==> src/rtl/l2_lookup_ctrl_pkg.sv <==
// Shared constants, address views and state encoding for the L2 lookup sequencer.
package l2_lookup_ctrl_pkg;

  localparam int ADDR_BITS      = 32;
  localparam int OFFSET_BITS    = 6;
  localparam int L2_SET_BITS    = 8;
  localparam int L2_TAG_BITS    = ADDR_BITS - L2_SET_BITS - OFFSET_BITS;
  localparam int LINE_ADDR_BITS = ADDR_BITS - OFFSET_BITS;
  localparam int L2_WAYS        = 4;
  localparam int L2_WAY_BITS    = $clog2(L2_WAYS);

  // Set index position inside a full byte address.
  localparam int SET_LSB = OFFSET_BITS;

  typedef logic [L2_WAY_BITS-1:0] l2_way_t;

  typedef struct packed {
    logic [L2_TAG_BITS-1:0] tag;
    logic [L2_SET_BITS-1:0] set;
    logic [OFFSET_BITS-1:0] off;
  } addr_breakdown_t;

  typedef struct packed {
    logic [L2_TAG_BITS-1:0] tag;
    logic [L2_SET_BITS-1:0] set;
  } line_breakdown_l2_t;

  // Lookup mode encodings driven on lookup_mode.
  localparam logic L2_LOOKUP     = 1'b0;
  localparam logic L2_LOOKUP_FWD = 1'b1;

  typedef enum logic [1:0] {
    IDLE    = 2'd0,
    RD_WAIT = 2'd1,
    LOOKUP  = 2'd2,
    RESP    = 2'd3
  } l2_lookup_ctrl_state_t;

  // Round-robin successor of a way index, wrapping at L2_WAYS-1.
  function automatic l2_way_t next_way(input l2_way_t w);
    if (w == l2_way_t'(L2_WAYS - 1)) return '0;
    return w + 1'b1;
  endfunction

endpackage

==> src/rtl/l2_lookup_arb.sv <==
// Two-way priority arbiter: forwards win, except that a waiting CPU request
// is granted once FWD_STREAK_MAX forwards have been granted ahead of it.
module l2_lookup_arb #(
  parameter int FWD_STREAK_MAX = 4
) (
  input  logic clk,
  input  logic rst,
  input  logic en,
  input  logic cpu_valid,
  input  logic fwd_valid,
  output logic cpu_grant,
  output logic fwd_grant
);

  localparam int SW = $clog2(FWD_STREAK_MAX + 1);

  logic [SW-1:0] streak;
  logic          cpu_starved;

  assign cpu_starved = cpu_valid && (streak == SW'(FWD_STREAK_MAX));
  assign fwd_grant   = en && fwd_valid && !cpu_starved;
  assign cpu_grant   = en && cpu_valid && !fwd_grant;

  // Count forward grants that overtake a waiting CPU request; only evaluated while arbitrating.
  always_ff @(posedge clk or negedge rst) begin
    if (!rst) begin
      streak <= '0;
    end else if (en) begin
      if (cpu_grant || !cpu_valid) begin
        streak <= '0;
      end else if (fwd_grant && (streak != SW'(FWD_STREAK_MAX))) begin
        streak <= streak + 1'b1;
      end
    end
  end

endmodule

==> src/rtl/l2_lookup_ctrl.sv <==
// L2 lookup sequencer: arbitrate, read tags, fire one lookup, return the
// captured result on a valid/ready port, and maintain the eviction pointer.
//
// Handshakes: a transfer happens on a rising edge where valid and ready are
// both high. Request readys are asserted only in IDLE, at most one at a time,
// and may depend combinationally on valid. rsp_valid stays high with rsp_*
// stable until the cycle rsp_ready is sampled high.
module l2_lookup_ctrl
  import l2_lookup_ctrl_pkg::*;
#(
  parameter int TAG_RD_LAT     = 1,
  parameter int FWD_STREAK_MAX = 4
) (
  input  logic                      clk,
  input  logic                      rst,
  input  logic                      cpu_req_valid,
  output logic                      cpu_req_ready,
  input  logic [ADDR_BITS-1:0]      cpu_req_addr,
  input  logic                      fwd_req_valid,
  output logic                      fwd_req_ready,
  input  logic [LINE_ADDR_BITS-1:0] fwd_req_addr,
  output logic                      tag_rd_en,
  output logic [L2_SET_BITS-1:0]    tag_rd_set,
  output logic                      lookup_en,
  output logic                      lookup_mode,
  output logic [ADDR_BITS-1:0]      lk_addr_buf,
  input  logic                      tag_hit,
  input  logic                      empty_way_found,
  input  l2_way_t                   way_hit,
  input  l2_way_t                   empty_way,
  output l2_way_t                   evict_way_buf,
  output logic                      rsp_valid,
  input  logic                      rsp_ready,
  output logic                      rsp_src,
  output logic                      rsp_hit,
  output logic                      rsp_empty_found,
  output l2_way_t                   rsp_way,
  output l2_way_t                   rsp_empty_way,
  output l2_lookup_ctrl_state_t     dbg_state
);

  localparam int CW = $clog2(TAG_RD_LAT + 1);

  l2_lookup_ctrl_state_t state, state_next;
  logic [CW-1:0]         rd_cnt;
  logic                  src_buf;
  logic                  arb_en, cpu_grant, fwd_grant, grant;

  // Arbitration is blocked while reset is asserted so no ready leaks out.
  assign arb_en        = (state == IDLE) && rst;
  assign grant         = cpu_grant || fwd_grant;
  assign cpu_req_ready = cpu_grant;
  assign fwd_req_ready = fwd_grant;
  assign rsp_valid     = (state == RESP);
  assign dbg_state     = state;

  l2_lookup_arb #(.FWD_STREAK_MAX(FWD_STREAK_MAX)) u_arb (
    .clk       (clk),
    .rst       (rst),
    .en        (arb_en),
    .cpu_valid (cpu_req_valid),
    .fwd_valid (fwd_req_valid),
    .cpu_grant (cpu_grant),
    .fwd_grant (fwd_grant)
  );

  // Next-state and strobes; tag read set comes straight from the granted address.
  always_comb begin
    state_next  = state;
    tag_rd_en   = 1'b0;
    tag_rd_set  = '0;
    lookup_en   = 1'b0;
    lookup_mode = L2_LOOKUP;
    case (state)
      IDLE: begin
        if (grant) begin
          tag_rd_en  = 1'b1;
          tag_rd_set = fwd_grant ? fwd_req_addr[L2_SET_BITS-1:0]
                                 : cpu_req_addr[SET_LSB +: L2_SET_BITS];
          state_next = RD_WAIT;
        end
      end
      RD_WAIT: begin
        if (rd_cnt == CW'(TAG_RD_LAT - 1)) state_next = LOOKUP;
      end
      LOOKUP: begin
        lookup_en   = 1'b1;
        lookup_mode = src_buf ? L2_LOOKUP_FWD : L2_LOOKUP;
        state_next  = RESP;
      end
      RESP: begin
        if (rsp_ready) state_next = IDLE;
      end
      default: state_next = IDLE;
    endcase
  end

  // State register.
  always_ff @(posedge clk or negedge rst) begin
    if (!rst) state <= IDLE;
    else      state <= state_next;
  end

  // Tag read latency counter: restarts on grant, advances while waiting.
  always_ff @(posedge clk or negedge rst) begin
    if (!rst)                  rd_cnt <= '0;
    else if (grant)            rd_cnt <= '0;
    else if (state == RD_WAIT) rd_cnt <= rd_cnt + 1'b1;
  end

  // Latch the granted request; forwards are widened to a line-aligned byte address.
  always_ff @(posedge clk or negedge rst) begin
    if (!rst) begin
      lk_addr_buf <= '0;
      src_buf     <= 1'b0;
    end else if (grant) begin
      lk_addr_buf <= fwd_grant ? {fwd_req_addr, {OFFSET_BITS{1'b0}}} : cpu_req_addr;
      src_buf     <= fwd_grant;
    end
  end

  // Capture lookup results on entry to RESP; forwards never report an empty way.
  always_ff @(posedge clk or negedge rst) begin
    if (!rst) begin
      rsp_src         <= 1'b0;
      rsp_hit         <= 1'b0;
      rsp_empty_found <= 1'b0;
      rsp_way         <= '0;
      rsp_empty_way   <= '0;
    end else if (state == LOOKUP) begin
      rsp_src         <= src_buf;
      rsp_hit         <= tag_hit;
      rsp_empty_found <= empty_way_found && !src_buf;
      rsp_way         <= way_hit;
      rsp_empty_way   <= empty_way;
    end
  end

  // Advance the eviction pointer when a CPU miss with no free way is handed off.
  always_ff @(posedge clk or negedge rst) begin
    if (!rst) begin
      evict_way_buf <= '0;
    end else if ((state == RESP) && rsp_ready && !rsp_src && !rsp_hit && !rsp_empty_found) begin
      evict_way_buf <= next_way(evict_way_buf);
    end
  end

endmodule

==> config.mk <==
export PLATFORM = sky130hd
export DESIGN_NAME = l2_lookup_ctrl
export DESIGN_NICKNAME = d
export VERILOG_FILES = /design/src/rtl/l2_lookup_ctrl_pkg.sv /design/src/rtl/l2_lookup_arb.sv /design/src/rtl/l2_lookup_ctrl.sv
export SDC_FILE = /design/constraint.sdc
export NUM_CORES = 1
export LEC_CHECK = 0
export ABC_AREA = 1
export CORE_UTILIZATION = 33
export DETAILED_ROUTE_END_ITERATION = 8
export GPL_TIMING_DRIVEN = 0
export PLACE_DENSITY = 0.77
export SLEW_MARGIN = 40
export SYNTH_ARGS = -nofsm -noshare
export SYNTH_HDL_FRONTEND = slang
export SYNTH_SLANG_ARGS = --single-unit
==> constraint.sdc <==
create_clock -name clk -period 3.71 [get_ports clk]
set_input_delay 1.113 -clock clk [delete_from_list [all_inputs] [get_ports clk]]
set_output_delay 1.113 -clock clk [all_outputs]
set_load 0.01 [all_outputs]
==> impl_table.tex <==
\begin{tabular}{lr}
\hline
Metric & Value \\
\hline
\multicolumn{2}{l}{\textbf{Routing}} \\
\quad Average detailed-routed wire length per instance & 13.2 um \\
\quad Routed vias & 2,286 \\
\quad Remaining antenna violation count after routing & 0 \\
\quad Total DRC errors in the routed layout & 0 \\
\quad Iteration count of the initial detailed-routing pass & 5 \\
\quad Total Routed Length & 6.50 mm \\
\quad First DRT Iteration DRCs & 57 \\
\quad Post-detailed-route via-to-cell ratio & 4.66 \\
\multicolumn{2}{l}{\textbf{Floorplan}} \\
\quad Total Die Area & 7280 um\^{}2 \\
\quad Die Ht & 85.3 um \\
\quad Area of the core & 6530 um\^{}2 \\
\quad Standard-cell row count & 29 \\
\quad Effective utilization at floorplan & 35.1\% \\
\quad IO Pins & 126 \\
\quad Die boundary width & 85.3 um \\
\multicolumn{2}{l}{\textbf{STA}} \\
\quad Setup\_tns & 0 ns \\
\quad Clock Skews & 0.0104 ns \\
\quad Final worst-path cycle share & 96.8\% \\
\quad Transition time of the tightest slew-check pin & 0.448 ns \\
\quad Setup-violating endpoint count in the final report & 0 \\
\quad Relative slew margins & 70.2\% \\
\quad Endpoints failing hold & 0 \\
\quad Maximum clock frequency & 279 MHz \\
\quad Tmin final & 3.59 ns \\
\quad Count of pins over their slew limit & 0 \\
\multicolumn{2}{l}{\textbf{Status}} \\
\quad Result of the run & complete, no violations \\
\multicolumn{2}{l}{\textbf{Setup path}} \\
\quad Count of buffer and inverter cells on the critical path & 5 \\
\quad Worst path slowest cell & sky130\_fd\_sc\_hd\_\_clkdlybuf4s50\_1 \\
\quad Worst setup path class & in2out \\
\quad Crit path capture type & output pin \\
\quad Cell chain of the critical path & clkdlybuf4s50\_1, inv\_1, nor2\_4, nand2\_1, inv\_2, buf\_6, nand2\_1, nand2\_1, clkdlybuf4s15\_1 \\
\quad Critical path's top delay family & buffers and inverters \\
\quad Number of cells on the critical path & 9 \\
\quad Largest stage delay on the critical path & 0.49 ns \\
\quad Required time of the critical path & 2.60 ns \\
\quad Cell depth of the worst flop-to-flop path & 12 \\
\quad Critical path launch point type & input pin \\
\quad Data arrival time of the critical path & 2.48 ns \\
\quad Most used cell, CP & sky130\_fd\_sc\_hd\_\_nand2\_1 \\
\quad Maximum fanout along the worst path & 7 \\
\multicolumn{2}{l}{\textbf{Power}} \\
\quad Fraction of power spent switching nets & 35.6\% \\
\quad PnR Total Power & 2.61 mW \\
\quad VDD IR-drop max & 0.000265 V \\
\quad Switching component of the power & 0.929 mW \\
\quad Cell-internal power & 1.68 mW \\
\quad Pwr per Cell Area & 678 nW/um\^{}2 \\
\quad Share of total power in the clock network & 15.1\% \\
\quad Static Leak & 1.90 nW \\
\quad Combinational group share of total power & 50.7\% \\
\quad Reg power frac & 34.3\% \\
\multicolumn{2}{l}{\textbf{Clock network}} \\
\quad Hold buffers post-CTS & 0 \\
\quad H-tree Lvls & 2 \\
\quad TritonCTS Buffers & 5 \\
\quad Clock transition time at the flip-flop clock pins of the worst setup and hold paths & 0.10 ns \\
\quad CTS tree & done \\
\quad Root Buffer Master & sky130\_fd\_sc\_hd\_\_clkbuf\_8 \\
\quad Clock latency on the worst-skew pair & 0.30 ns \\
\quad Buffer levels on the longest clock path & 2 \\
\quad Number of sinks handled by clock tree synthesis & 48 \\
\multicolumn{2}{l}{\textbf{Final layout}} \\
\quad Fraction of layout cells with a size suffix above 1 & 10.4\% \\
\quad N\_diodes & 0 \\
\quad P\&R area growth vs syn & 68.0\% \\
\quad \# nets final & 490 \\
\multicolumn{2}{l}{\textbf{Logic synthesis}} \\
\quad Synthesized area per cell & 8.39 um\^{}2 \\
\quad Sequential share of the synthesized area & 52.5\% \\
\quad Yosys synthesis warning count & 0 \\
\quad Flop and latch count out of synthesis & 48 \\
\quad Summed instance area of the synthesized netlist & 2290 um\^{}2 \\
\quad Unique masters post-synth & 21 \\
\quad Synthesized netlist net count & 350 \\
\quad Post-Syn Instances & 273 \\
\multicolumn{2}{l}{\textbf{Hold path}} \\
\quad WHS Path Cells & 2 \\
\quad Class of the tightest hold or removal check & reg2reg \\
\multicolumn{2}{l}{\textbf{GRT}} \\
\quad GRT Resource Usage Total & 18.4\% \\
\quad First-pass GRT wire length & 10.4 mm \\
\quad Pin count of the biggest net entering global routing & 26 \\
\quad Number of antenna violations at the first check in global routing & 0 \\
\quad Total gr overflow & 0 \\
\quad Number of global-route vias before repair & 2,235 \\
\multicolumn{2}{l}{\textbf{Place}} \\
\quad Detailed placer's ending HPWL & 4.96 mm \\
\quad Final estimated routing congestion in global placement & 0.744 \\
\quad Number of port buffers & 125 \\
\multicolumn{2}{l}{\textbf{Flow run}} \\
\quad Max\_cap viols & 0 \\
\hline
\end{tabular}
cell families (layout without fill, tap and decap cells):
group | count (synthesis) | in the layout | synth area share (%)
AND/OR/NAND/NOR | 181 | 181 | 34.2
flip-flops | 48 | 48 | 52.5
buffers and inverters | 29 | 170 | 7.32
adder cells (fa/ha/maj) | 8 | 8 | 4.37
AO/OA/AOI/OAI | 6 | 6 | 1.31
XOR/XNOR | 1 | 1 | 0.383
final cells by class:
cell class,count,area [um^2]
fill,611,2690
clock buffer,5,68.8
tap,77,96.3
sequential,48,1200
multi-input combinational,196,928
buffer,13,104
timing repair buffer,133,1330
clock inverter,3,46.3
inverter,16,67.6
metrics by stage:
step                      hold WS [ns]  area, um^2  setup slack [ns]  util [%]  std cells
after detailed placement         0.464        3650            -0.465      56.0        476
after global routing             0.524        3850          -0.00250      58.9        491
after CTS                        0.488        3830            0.0100      58.7        488
after global placement           0.456        3640             -2.24      55.7        475
after floorplan                  0.467        2290             0.806         -        273
final                            0.482        3850             0.120      58.9        491
worst min-delay path: stages (launching register included):
cell and delay [ns]:
sky130_fd_sc_hd__dfrtp_1 0.36, sky130_fd_sc_hd__nand2_1 0.05, sky130_fd_sc_hd__nand2_1 0.05
power groups by stage:
| stage | Combinational, mW | Sequential (mW) | Clock, mW |
|---|---|---|---|
| after floorplan | 0.512 | 0.995 | 0 |
| after global placement | 1.29 | 0.890 | 0 |
| after detailed placement | 1.33 | 0.906 | 0 |
| after CTS | 1.34 | 0.896 | 0.405 |
| after global routing | 1.46 | 0.924 | 0.420 |
| final | 1.32 | 0.893 | 0.393 |
registers in the layout (all words and copies together) (netlist names), 2 cells and up:
signal	count
dbg_state	2
evict_way_buf	2
lk_addr_buf	32
rsp_empty_way	2
rsp_way	2
u_arb.streak	3
synth_stat cells:
| cell type | n | area [um^2] |
|---|---|---|
| sky130_fd_sc_hd__inv_2 | 2 | 7.51 |
| sky130_fd_sc_hd__nand3_2 | 1 | 10.0 |
| sky130_fd_sc_hd__ha_1 | 8 | 100 |
| sky130_fd_sc_hd__buf_2 | 2 | 10.0 |
| sky130_fd_sc_hd__a21oi_1 | 1 | 5.00 |
| sky130_fd_sc_hd__buf_6 | 1 | 11.3 |
| sky130_fd_sc_hd__dfrtp_1 | 48 | 1200 |
| sky130_fd_sc_hd__nand2_2 | 2 | 12.5 |
| sky130_fd_sc_hd__nor2_1 | 4 | 15.0 |
| sky130_fd_sc_hd__xor2_1 | 1 | 8.76 |
| sky130_fd_sc_hd__nand3_1 | 63 | 315 |
| sky130_fd_sc_hd__buf_8 | 2 | 30.0 |
| sky130_fd_sc_hd__o21ai_0 | 5 | 25.0 |
| sky130_fd_sc_hd__nor2_2 | 2 | 12.5 |
| sky130_fd_sc_hd__nor3_1 | 2 | 10.0 |
| sky130_fd_sc_hd__inv_1 | 13 | 48.8 |
| sky130_fd_sc_hd__clkbuf_1 | 3 | 11.3 |
| sky130_fd_sc_hd__inv_8 | 1 | 11.3 |
| sky130_fd_sc_hd__or2_2 | 2 | 12.5 |
| sky130_fd_sc_hd__nand2_1 | 105 | 394 |
| sky130_fd_sc_hd__buf_4 | 5 | 37.5 |
worst paths after layout:
check                                  from                to  slack [ns]
min in group asynchronous               rst    lk_addr_buf[9]        0.62
setup reg to reg               dbg_state[0]   lk_addr_buf[22]        1.84
max in group asynchronous               rst    lk_addr_buf[0]        2.66
hold / removal             rsp_empty_way[0]  rsp_empty_way[0]        0.48
setup / recovery              cpu_req_valid     tag_rd_set[5]        0.12
hold reg to reg            rsp_empty_way[0]  rsp_empty_way[0]        0.48
cell usage in the layout (no fill, tap or decap), types with 2 or more instances in the layout:
| cell | instances |
|---|---|
| sky130_fd_sc_hd__clkdlybuf4s50_1 | 113 |
| sky130_fd_sc_hd__nand2_1 | 104 |
| sky130_fd_sc_hd__nand3_1 | 63 |
| sky130_fd_sc_hd__dfrtp_1 | 48 |
| sky130_fd_sc_hd__inv_1 | 13 |
| sky130_fd_sc_hd__buf_4 | 10 |
| sky130_fd_sc_hd__ha_1 | 8 |
| sky130_fd_sc_hd__o21ai_0 | 5 |
| sky130_fd_sc_hd__clkbuf_8 | 5 |
| sky130_fd_sc_hd__clkbuf_2 | 5 |
| sky130_fd_sc_hd__nor2_1 | 4 |
| sky130_fd_sc_hd__nand2_2 | 3 |
| sky130_fd_sc_hd__clkbuf_1 | 3 |
| sky130_fd_sc_hd__clkdlybuf4s15_1 | 3 |
| sky130_fd_sc_hd__buf_6 | 2 |
| sky130_fd_sc_hd__buf_8 | 2 |
| sky130_fd_sc_hd__inv_2 | 2 |
| sky130_fd_sc_hd__nor3_1 | 2 |
| sky130_fd_sc_hd__buf_2 | 2 |
| sky130_fd_sc_hd__or2_2 | 2 |
| sky130_fd_sc_hd__buf_12 | 2 |
| sky130_fd_sc_hd__dlygate4sd2_1 | 2 |
per-layer routing:
layer	vias up	wire (um)	track usage (%)
li1	1155	-	-
met1	1033	2680	21.7
met2	89	3250	32.5
met3	9	475	5.45
met4	0	91	5.15
met5	-	0	0
timing repair:
action | in CTS | in global routing
gates cloned | 1 | 0
setup buffers | 3 | 3
endpoints found under the setup margin | 11 | 9
resized for setup | 15 | 15
pin swaps | 0 | 1
Note: power is estimated with default switching activity, not from simulation.
==> edit 1: new RTL, same settings <==
Put one more register stage on the output `dbg_state`, without a reset. The value now appears one clock later. The other outputs are not delayed to match.
--- a/src/rtl/l2_lookup_ctrl.sv
+++ b/src/rtl/l2_lookup_ctrl.sv
@@ -54,3 +54,5 @@
   assign rsp_valid     = (state == RESP);
-  assign dbg_state     = state;
+  always_ff @(posedge clk) begin
+    dbg_state <= state;
+  end
 
Check against the original RTL: not equivalent (Yosys sat finds a counterexample within 4 cycles, from zero or initial values and one cycle with rst low).
==> edit 1 against the unedited design <==
Non-clock buffer count unchanged; area after synthesis grew 0.44%; wire length is 2.3% lower; register-to-register slack improved by 90 ps; setup slack worse by 2.7 ps; via count is 1.7% higher; design area is 0.20% lower; sequential cell count up 2; count of clock-buffer cells in the layout up 1; critical path depth is the same; total power decreased by 2.5%; clock power shrank 24%.
==> edit 1: results (changes against the unedited design) <==
[global_route]
grt_max_degree=27  ; +3.8%
grt_util_met1_pct=21.4  ; -0.28 points
grt_usage_pct=18.0  ; -0.38 points
grt_pass1_wl_mm=10.5  ; +0.54%
grt_pass1_vias=2264  ; +1.3%
gr-usage-met3_pct=5.25  ; -0.19 points
use_met2_pct=32.2  ; -0.26 points

[hold_path]
hold_class=flip-flop to flip-flop

[synth]
async_flop_share_pct=96.0  ; -4.0 points
ys_types=20  ; -4.8%
synth_common_cells=nand2_1 (107), nand3_1 (63), dfrtp_1 (48), inv_1 (12), ha_1 (8)
ys_seq_area_share_pct=54.0  ; +1.5 points
synth_nets=352  ; +0.57%
synth_edf_count=0  ; unchanged
synthTopCellsByArea=dfrtp_1 (52%), nand2_1 (17%), nand3_1 (14%)

[detailed_routing]
drt-initial-drc-count=68  ; +19%
wirelength_met1_mm=2.70  ; +0.75%
routed_via_density=4.70  ; +0.88%
first_pass_iters=4  ; -1
highest_layer=met4
avgRoutedWirePerCell_microns=12.8  ; -3.1%
routed-wl-met3_microns=471  ; -0.84%
wl_met2_mm=3.14  ; -3.4%

[finish]
nNetsFinal=492  ; +0.41%
fill_cells=651  ; +6.5%
synthToLayoutAreaGrowth_pct=66.9
drive_gt1_share_pct=8.67  ; -1.7 points

[power]
cellLeakagePower_uw=0.00189  ; -0.51%
vdd_drop_max_mv=0.256  ; -3.7%

[place]
dpl.hpwl_mm=4.83  ; -2.7%
gp_routability_congestion=0.735  ; -1.1%
dpl_cell_area_sq_um=3670  ; +0.38%
dp_slack_ps=-440  ; +25.3 ps

[cts]
cts_buffers=5  ; unchanged
cts_setup_buffers=1  ; -2
cts_root_buf=clkbuf_8
htreeDepth=2  ; unchanged
clk_pin_slew_ps=80  ; -20 ps
cts_resized=18  ; +3

[setup_path]
path_max_fanout=4  ; -3
crit_family=buffers and inverters
slowest_stage=clkdlybuf4s50_1

[sta]
fin_skew_ps=11.0  ; +0.643 ps
relSlewSlack_pct=68.4  ; -1.7 points

[outcome]
status=finished clean

==> edit 1: changes by cell type in the layout (fill, tap and decap cells not counted), moves of 2 or more <==
cell and change:
buf_2 +2, clkbuf_1 +2, buf_6 +2, buf_4 -3, dfxtp_1 +2, nand2_1 +3
buf_8 -2
==> edit 1: final timing paths <==
| path | from | to | depth (start not counted) | slack [ps] |
|---|---|---|---|---|
| hold reg to reg | state[0] | dbg_state[0] | 0 | 480 |
| max in group asynchronous | rst | u_arb.streak[0] | 2 | 2640 |
| setup / recovery | cpu_req_valid | tag_rd_set[1] | 9 | 120 |
| min in group asynchronous | rst | lk_addr_buf[30] | 1 | 630 |
| hold / removal | state[0] | dbg_state[0] | 0 | 480 |
| setup reg to reg | state[0] | lk_addr_buf[7] | 10 | 1930 |
==> edit 1: cells by family (layout without fill, tap and decap cells) <==
| group | Yosys count | after routing | share of synthesized area [%] |
|---|---|---|---|
| adders and majority gates | 8 | 8 | 4.35 |
| and+or+nand+nor | 182 | 182 | 33.8 |
| xor gates and xnor gates | 1 | 1 | 0.381 |
| DFF | 50 | 50 | 54.0 |
| AOI/OAI and AO/OA | 6 | 6 | 1.31 |
| buffers and inverters | 28 | 168 | 6.20 |
==> edit 1: per-stage QoR <==
step	hold slack, ps	cells
after CTS	478	490
after floorplan	413	275
after global routing	495	495
after global placement	449	480
after detailed placement	457	481
final	480	495
==> edit 1: power by group <==
group / internal (uW) / switching (uW)
Clock: 130 / 171
Sequential: 792 / 143
Combinational: 711 / 595
Total: 1630 / 909
==> edit 1: cell type report <==
type,instances,area share (%)
repair buffers,133,35.0
flip-flops and latches,50,32.3
multi-input cells,197,23.9
well taps,80,2.61
plain buffers,13,2.28
clock buffers,6,1.89
inverters,15,1.79
clock inverters,1,0.196
==> edit 2: new RTL, same settings <==
Without the edit above. `L2_WAYS`: 4 -> 2.
--- a/src/rtl/l2_lookup_ctrl_pkg.sv
+++ b/src/rtl/l2_lookup_ctrl_pkg.sv
@@ -8,3 +8,3 @@
   localparam int LINE_ADDR_BITS = ADDR_BITS - OFFSET_BITS;
-  localparam int L2_WAYS        = 4;
+  localparam int L2_WAYS        = 2;
   localparam int L2_WAY_BITS    = $clog2(L2_WAYS);
Ports: changed (5 resized); port bits go from 126 to 121. The function was not compared with the original's and may differ.
==> edit 2 against the unedited design <==
Register-to-register slack got worse by 20 ps; wire length decreased by 6.9%; sequential cell count decreased by 3; final cell count decreased by 5.7%; sequential power decreased by 5.8%; die area decreased by 6.7%; count of clock-buffer cells in the layout increased by 1; design area decreased by 6.8%; setup slack got worse by 33 ps; total power decreased by 8.9%; critical path depth decreased by 1; area after synthesis decreased by 6.8%.
==> edit 2: results (changes against the unedited design) <==
[power]
vdd_drop_max_mv=0.320  ; +21%
netSwitchingFraction_pct=35.7  ; +0.11 points
cellLeakagePower_uw=0.00176  ; -7.0%

[finish]
nNetsFinal=461  ; -5.9%
drive_gt1_share_pct=8.25  ; -2.1 points
largest_register_ffs=32  ; unchanged
regMostFlops=lk_addr_buf
diodes=0  ; unchanged

[place]
gp_routability_congestion=0.758  ; +1.9%
dpl_cell_area_sq_um=3450  ; -5.7%
dpl.hpwl_mm=4.58  ; -7.8%
io_buffer_count=120  ; -4.0%

[cts]
worstSkewPairLatency_ps=300  ; about the same
clk_path_buf_depth=2  ; unchanged
clk_pin_slew_ps=80  ; -20 ps
cts_root_buf=clkbuf_8
cts_buffers=5  ; unchanged
htreeDepth=2  ; unchanged

[setup_path]
slowest_stage=clkdlybuf4s50_1
crit_family=buffers and inverters
path_max_fanout=18  ; +11
cp.arrival_ps=2510  ; +30 ps
max_stage_delay_ps=450  ; -40 ps

[detailed_routing]
drt-initial-drc-count=81  ; +42%
drt_wl_total_mm=6.05  ; -6.9%
num_vias=2173  ; -4.9%
drc_errors=0  ; unchanged
first_pass_iters=5  ; unchanged

[outcome]
status=finished clean

[global_route]
grt_usage_pct=18.7  ; +0.38 points
gr-usage-met3_pct=6.59  ; +1.1 points
grt_pass1_vias=2102  ; -6.0%
grt_util_met1_pct=22.6  ; +0.87 points
use_met2_pct=32.1  ; -0.41 points
antenna_found_initial=0  ; unchanged
grt_max_degree=25  ; -3.8%
grt_pass1_wl_mm=9.62  ; -7.7%

[synth]
ys_seq_area_share_pct=52.8  ; +0.33 points
async_flop_share_pct=100  ; unchanged
ys_types=20  ; -4.8%
synth_nets=331  ; -5.4%
synthTopCellsByArea=dfrtp_1 (53%), nand2_1 (17%), nand3_1 (15%)
dominantRegCellSynth=dfrtp_1
synth_common_cells=nand2_1 (99), nand3_1 (63), dfrtp_1 (45), inv_1 (11), ha_1 (7)
ys_warn_count=0  ; unchanged

[sta]
worst_slew_pin_slew_ps=456  ; +8.58 ps
fin_skew_ps=8.07  ; -2.32 ps

[hold_path]
hold_class=flip-flop to flip-flop

[flow_run]
maxCapViolCount=0  ; unchanged

edit 2: cell count changes after synthesis, sizes merged, moves of 2 or more:
cell,unedited run,this run
inv,16,14
nand2,107,101
dfrtp,48,45
o21ai,5,3
edit 2: kinds of logic after synthesis:
family	Yosys count	share of synthesized area (%)
XOR/XNOR	2	0.821
AND/OR/NAND/NOR	173	34.8
flip-flops	45	52.8
adder cells (fa/ha/maj)	7	4.11
buffers and inverters	26	6.51
AO/OA/AOI/OAI	4	0.938
edit 2: metal layers:
| metal | vias up | routed length (microns) |
|---|---|---|
| met5 | - | 0 |
| met4 | 0 | 34 |
| met3 | 4 | 542 |
| met2 | 82 | 3030 |
| met1 | 1003 | 2440 |
| li1 | 1084 | - |
edit 2: path summary, 6_finish.rpt:
path,startpoint,to,slack [ps],cells after the start
max,fwd_req_valid,fwd_req_ready,90,8
min,evict_way_buf,evict_way_buf,480,1
max reg2reg,dbg_state[0],lk_addr_buf[29],1820,9
min reg2reg,evict_way_buf,evict_way_buf,480,1
max in group asynchronous,rst,lk_addr_buf[9],2650,2
min in group asynchronous,rst,dbg_state[1],630,1
edit 2: layout make-up:
type / instances / area (sq um)
clock inverter: 2 / 13.8
sequential: 45 / 1130
clock buffer: 6 / 82.6
timing repair buffer: 124 / 1260
multi-input combinational: 186 / 868
tap: 75 / 93.8
inverter: 14 / 57.6
buffer: 11 / 76.3
fill: 572 / 2480
edit 2: metrics by stage:
step                      setup WS, ps  TNS, ps  total power (uW)  instances  utilization (%)
after floorplan                    806        0              1410        257                -
after global placement           -2100   -43310              2050        452             56.6
after CTS                         16.9        0              2410        463             59.1
final                             86.9        0              2380        463             59.1
after detailed placement          -417    -3660              2080        453             56.9
after global routing            -0.594   -0.594              2570        463             59.1
edit 2: what timing repair did:
item,4_1_cts,5_1_grt
gates cloned,1,0
buffers inserted,1,1
resized for setup,14,9
endpoints found under the setup margin,11,9
pin swaps,0,1
edit 2: power groups by stage:
stage | registers [uW] | logic, uW | clock network (uW)
3_3_place_gp | 841 | 1210 | 0
3_5_place_dp | 850 | 1230 | 0
5_1_grt | 870 | 1350 | 353
6_report | 841 | 1210 | 320
2_1_floorplan | 935 | 471 | 0
4_1_cts | 841 | 1240 | 333
edit 2: worst register-to-register path: cells and delay by family (launching register included):
| kind | cells | cell delay, ps |
|---|---|---|
| buffers and inverters | 4 | 760 |
| DFF | 1 | 440 |
| adders and majority gates | 1 | 230 |
| and+or+nand+nor | 4 | 410 |
